===== src/rtl/riscv_pkg.sv =====
// rtl/riscv_pkg.sv - shared RV32I pipeline constants and fetch entry type
package riscv_pkg;

   localparam int XLEN = 32;
   localparam logic [XLEN-1:0] NOP_INSTR = 32'h0000_0013;
   localparam logic [XLEN-1:0] RESET_PC_DEFAULT = 32'h0000_0000;

   typedef struct packed {
      logic [XLEN-1:0] pc;
      logic [XLEN-1:0] instr;
   } fetch_entry_t;

   function automatic logic [XLEN-1:0] word_align(input logic [XLEN-1:0] a);
      return a & ~32'd3;
   endfunction

endpackage


===== src/rtl/fetch_queue.sv =====
// rtl/fetch_queue.sv - synchronous FIFO with flush, used for fetch data and PC tags
module fetch_queue #(
   parameter int DEPTH = 2,
   parameter int WIDTH = 32
) (
   input  logic                     clk,
   input  logic                     rst,
   input  logic                     push,
   input  logic [WIDTH-1:0]         push_data,
   input  logic                     pop,
   output logic [WIDTH-1:0]         head,
   input  logic                     flush,
   output logic [$clog2(DEPTH):0]   count,
   output logic                     full,
   output logic                     empty
);
   localparam int AW = $clog2(DEPTH);
   localparam logic [AW:0] DEPTH_C = (AW+1)'(DEPTH);

   logic [WIDTH-1:0] mem [DEPTH];
   logic [AW-1:0]    rd_ptr;
   logic [AW-1:0]    wr_ptr;
   logic             do_push;
   logic             do_pop;

   // Flush wins over any same-cycle push or pop.
   assign do_push = push && !flush;
   assign do_pop  = pop && !empty && !flush;
   assign full    = (count == DEPTH_C);
   assign empty   = (count == '0);
   assign head    = mem[rd_ptr];

   always_ff @(posedge clk) begin
      if (rst || flush) begin
         rd_ptr <= '0;
         wr_ptr <= '0;
         count  <= '0;
      end else begin
         if (do_push) wr_ptr <= wr_ptr + AW'(1);
         if (do_pop)  rd_ptr <= rd_ptr + AW'(1);
         count <= count + (AW+1)'(do_push) - (AW+1)'(do_pop);
      end
   end

   always_ff @(posedge clk) begin
      if (do_push) mem[wr_ptr] <= push_data;
   end

   assert property (@(posedge clk) disable iff (rst) !(push && full && !flush));

endmodule


===== src/rtl/fetch_stage.sv =====
// rtl/fetch_stage.sv - RV32I instruction fetch: PC, imem request channel, fetch queue, IF/ID register
module fetch_stage
   import riscv_pkg::*;
#(
   parameter logic [31:0] RESET_PC = RESET_PC_DEFAULT,
   parameter int          FQ_DEPTH = 2
) (
   input  logic        clk,
   input  logic        rst,
   output logic        imem_req_valid,
   input  logic        imem_req_ready,
   output logic [31:0] imem_req_addr,
   input  logic        imem_rsp_valid,
   input  logic [31:0] imem_rsp_data,
   input  logic        redirect_valid,
   input  logic [31:0] redirect_pc,
   input  logic        stallD,
   output logic [31:0] instrD,
   output logic [31:0] PCD,
   output logic [31:0] PCPlus4D,
   output logic        validD
);
   localparam int CW = $clog2(FQ_DEPTH) + 1;
   localparam logic [CW-1:0] DEPTH_C = CW'(FQ_DEPTH);

   logic [XLEN-1:0] pc;
   logic [CW-1:0]   out_cnt, drop_cnt, out_cnt_next;
   logic [CW-1:0]   fq_count, tag_count;
   logic            fq_full, fq_empty, tag_full, tag_empty;
   logic [XLEN-1:0] tag_pc;
   fetch_entry_t    fq_head, rsp_entry, load_entry;
   logic            req_fire, rsp_drop, rsp_keep;
   logic            load, have_entry, bypass, fq_push, fq_pop;

   // Credit rule: every in-flight request owns a queue slot, so the queue never overflows.
   assign imem_req_valid = !rst && ((out_cnt + fq_count) < DEPTH_C);
   assign imem_req_addr  = pc;
   assign req_fire       = imem_req_valid && imem_req_ready;

   assign out_cnt_next = out_cnt + CW'(req_fire) - CW'(imem_rsp_valid);
   assign rsp_drop     = imem_rsp_valid && (drop_cnt != '0);
   assign rsp_keep     = imem_rsp_valid && (drop_cnt == '0) && !redirect_valid;

   assign load       = !stallD || !validD;
   assign rsp_entry  = '{pc: tag_pc, instr: imem_rsp_data};
   assign bypass     = rsp_keep && fq_empty && load;
   assign fq_push    = rsp_keep && !bypass;
   assign fq_pop     = load && !fq_empty && !redirect_valid;
   assign have_entry = !fq_empty || rsp_keep;
   assign load_entry = fq_empty ? rsp_entry : fq_head;

   fetch_queue #(.DEPTH(FQ_DEPTH), .WIDTH(XLEN)) u_tag_fifo (
      .clk       (clk),
      .rst       (rst),
      .push      (req_fire && !redirect_valid),
      .push_data (pc),
      .pop       (rsp_keep),
      .head      (tag_pc),
      .flush     (redirect_valid),
      .count     (tag_count),
      .full      (tag_full),
      .empty     (tag_empty)
   );

   fetch_queue #(.DEPTH(FQ_DEPTH), .WIDTH(2*XLEN)) u_fetch_queue (
      .clk       (clk),
      .rst       (rst),
      .push      (fq_push),
      .push_data (rsp_entry),
      .pop       (fq_pop),
      .head      (fq_head),
      .flush     (redirect_valid),
      .count     (fq_count),
      .full      (fq_full),
      .empty     (fq_empty)
   );

   always_ff @(posedge clk) begin
      if (rst) begin
         pc       <= word_align(RESET_PC);
         out_cnt  <= '0;
         drop_cnt <= '0;
      end else begin
         out_cnt <= out_cnt_next;
         if (redirect_valid) begin
            pc       <= word_align(redirect_pc);
            drop_cnt <= out_cnt_next;
         end else begin
            if (req_fire) pc <= pc + 32'd4;
            if (rsp_drop) drop_cnt <= drop_cnt - CW'(1);
         end
      end
   end

   always_ff @(posedge clk) begin
      if (rst) begin
         validD   <= 1'b0;
         instrD   <= NOP_INSTR;
         PCD      <= '0;
         PCPlus4D <= 32'd4;
      end else if (redirect_valid) begin
         validD <= 1'b0;
         instrD <= NOP_INSTR;
      end else if (load) begin
         if (have_entry) begin
            validD   <= 1'b1;
            instrD   <= load_entry.instr;
            PCD      <= load_entry.pc;
            PCPlus4D <= load_entry.pc + 32'd4;
         end else begin
            validD <= 1'b0;
            instrD <= NOP_INSTR;
         end
      end
   end

   // Tags exist exactly for the live (non-dropped) requests.
   assert property (@(posedge clk) disable iff (rst) tag_count == out_cnt - drop_cnt);
   assert property (@(posedge clk) disable iff (rst) !(rsp_keep && tag_empty));
   assert property (@(posedge clk) disable iff (rst) !(req_fire && tag_full));
   assert property (@(posedge clk) disable iff (rst) !(fq_push && fq_full));

endmodule


===== config.mk =====
export PLATFORM = sky130hd
export DESIGN_NAME = fetch_stage
export DESIGN_NICKNAME = d
export VERILOG_FILES = /design/src/rtl/riscv_pkg.sv /design/src/rtl/fetch_queue.sv /design/src/rtl/fetch_stage.sv
export SDC_FILE = /design/constraint.sdc
export NUM_CORES = 1
export LEC_CHECK = 0
export ABC_AREA = 1
export CAP_MARGIN = 40
export CELL_PAD_IN_SITES_DETAIL_PLACEMENT = 2
export CELL_PAD_IN_SITES_GLOBAL_PLACEMENT = 2
export CORE_MARGIN = 10
export CORE_UTILIZATION = 33
export CTS_CLUSTER_DIAMETER = 120
export CTS_CLUSTER_SIZE = 8
export DETAILED_ROUTE_END_ITERATION = 8
export PLACE_DENSITY_LB_ADDON = 0.1
export SETUP_SLACK_MARGIN = 0.2
export SYNTH_ARGS = -nofsm -noshare
export SYNTH_HDL_FRONTEND = slang
export SYNTH_SLANG_ARGS = --single-unit

===== constraint.sdc =====
create_clock -name clk -period 6.4 [get_ports clk]
set_clock_uncertainty 0.15 [all_clocks]
set_input_delay 0.96 -clock clk [delete_from_list [all_inputs] [get_ports clk]]
set_output_delay 0.96 -clock clk [all_outputs]
set_load 0.02 [all_outputs]

==> run_results.csv <==
group,metric,value,unit
pwr,power_leakage,6.93,nW
timing,fin_crit_sh,58.6,%
global_route,grt_overflow,0,
layout,layout_commonest_cell,"nand2_1",
drt,drc,0,
timing,finalCriticalPeriod,3750,ps
cts,cts.repair.resized,0,
layout,layout_common_cells,"nand2_1 (525), clkdlybuf4s50_1 (190), edfxtp_1 (184)",
synthesis,ys_seq_elements,321,
run_status,status,"finished clean",
synthesis,synth.distinct_cells,44,
cts,cts_buffer_depth,3,
timing,rsz0062_at_grt,"false",
hold_path,hp-class,"register to register",
synthesis,async_reset_ff_share,0,%
layout,nNetsFinal,1905,
timing,final-setup-viol-count,0,
layout,multi_input_area,5200,µm²
place,hpwl,35200,µm
layout,regArea,8270,µm²
layout,drive_gt1_share,5.65,%
place,place_ws,2390,ps
cts,ctsHoldBuffers,0,
cts,numCtsBuffers,46,
synthesis,yosysTopAreaCell,"edfxtp_1",
synthesis,yosys_most_used_dff,"edfxtp_1",
cts,clock-sinks,321,
die,fp.coreArea,43000,µm²
global_route,grt_usage,19.3,%
drt,drt_iter0_markers,412,
die,dieArea,52200,µm²
setup_path,critPathLaunchType,"register",
timing,max_freq,267,MHz
pwr,power_density,277,nW/µm²
cts,postCtsSetupBuffers,0,
synthesis,yosys_warnings,0,
die,initial_core_util,33.3,%
pwr,vdd_ir_drop_max,0.179,mV
die,fp-row-count,76,
synthesis,syn_inst,1641,
cts,ctsHtreeMaxLevel,2,
pwr,power,5.01,mW
global_route,first_global_vias,13726,
drt,avgRoutedWirePerCell,20.9,µm
layout,stdcell_count,2447,
timing,holdWs,314,ps
setup_path,cp_max_fo,33,
drt,via_count,12134,
die,die_w,228,µm
place,dp.cells,2363,
cts,clk_pin_slew,50,ps
cts,clkLatencyLatePin,580,ps
setup_path,end_kind,"register",
drt,firstDrtPassIters,5,
timing,hold_viol,0,
synthesis,synth_top_area_share,38.6,%
synthesis,synth_area_leaders,"edfxtp_1 (39%), dfxtp_1 (19%), nand2_1 (14%)",
timing,tightest_slew,811,ps
die,ioPinCount,200,
drt,postRouteAntennaNets,0,
timing,fin_tns_setup,0,ps
layout,fill_cells,4792,
global_route,grt_start_max_net_pins,61,
die,die-height,228,µm
timing,fin_ws,2650,ps
global_route,antenna_found_initial,1,
setup_path,cp.arrival,4050,ps
place,io_buffers,191,
layout,synthToLayoutAreaGrowth,26.3,%
synthesis,syn-mean-instance-area,8.73,µm²
cts,cts_tree,"built",
place,gp_congestion,0.793,
run,drv_cap,0,
cts,cts-root-buf,"clkbuf_16",
layout,stdcell_area,18100,µm²
global_route,grt_pass1_wl,79800,µm
timing,final_max_slew_viol_count,0,
synthesis,synth_area,14300,µm²
drt,drt_wl_total,51100,µm
place,post_dp_cell_area,16800,µm²
setup_path,required,6700,ps
drt,drt-vias-per-instance,4.96,
timing,max_slew_margin,45.9,%
synthesis,synth_edf_count,184,
layout,final_util,42.1,%
setup_path,critPathKind,"register to register",
synthesis,yosysSeqAreaShare,57.7,%
[registers in the layout, indices dropped and copies added, names as in the netlist, named ones only]
register and flops:
u_fetch_queue.mem 124, u_tag_fifo.mem 60, instrD 32, PCD 30, PCPlus4D 30, imem_req_addr 30
drop_cnt 2, out_cnt 2, u_fetch_queue.count 2, u_tag_fifo.count 2, u_fetch_queue.rd_ptr 1, u_fetch_queue.wr_ptr 1
u_tag_fifo.rd_ptr 1, u_tag_fifo.wr_ptr 1, validD 1
[critical path, cell delays in order, from the launching register on]
cell and delay [ps]:
dfxtp_1 290, buf_4 250, inv_2 570, nand2_1 130
and2_1 260, o21ai_0 390, ha_1 250, nand3_1 120
nor2_2 290, nand3_2 200, nor2_2 250, nand3_1 180
o21ai_0 210, nor2_1 50
[power by group]
part | internal, mW | switching [mW]
registers | 2.24 | 0.0579
logic | 0.173 | 0.258
clock network | 1.35 | 0.939
total | 3.75 | 1.25
[kinds of logic after synthesis]
logic type / synth area share (%)
buffers and inverters: 6.27
and+or+nand+nor: 24.9
adders and majority gates: 0.786
other: 0.0262
AOI/OAI and AO/OA: 8.69
xor gates and xnor gates: 1.59
DFF: 57.7
[routing by layer]
layer	vias to the layer above	share of wire (%)	GRT usage, %
met2	193	51	35.3
li1	5780	-	-
met5	-	0	0
met4	0	1.8	4.83
met1	6099	43	22.8
met3	62	3.7	3.38
[cell usage after synthesis, types with 12 or more instances]
cell,number
edfxtp_1,184
buf_4,12
a21oi_1,97
and2_1,22
o21ai_0,63
o211ai_1,30
clkbuf_1,41
xor2_1,13
buf_2,17
nor2_1,146
nor3_1,16
inv_1,121
nand3_1,112
nand2_1,525
xnor2_1,13
dfxtp_1,137
[area by class of cell]
type,count,share of cell area [%]
repair buffers,212,11.5
diodes,2,0.0277
flip-flops and latches,321,45.7
multi-input cells,1118,28.7
well taps,585,4.05
clock inverters,3,0.249
clock buffers,79,7.05
inverters,127,2.65
[final timing paths]
check	slack [ps]	startpoint	endpoint	cells after the start
worst min register to register	310	PCD[19]$_SDFFE_PP0P_	PCD[19]$_SDFFE_PP0P_	2
worst min-delay path	310	PCD[19]$_SDFFE_PP0P_	PCD[19]$_SDFFE_PP0P_	2
worst max-delay path	2650	register	PCPlus4D[24]$_SDFFE_PP0P_	13
worst max register to register	2650	register	PCPlus4D[24]$_SDFFE_PP0P_	13
Note: power is estimated with default switching activity, not from simulation.
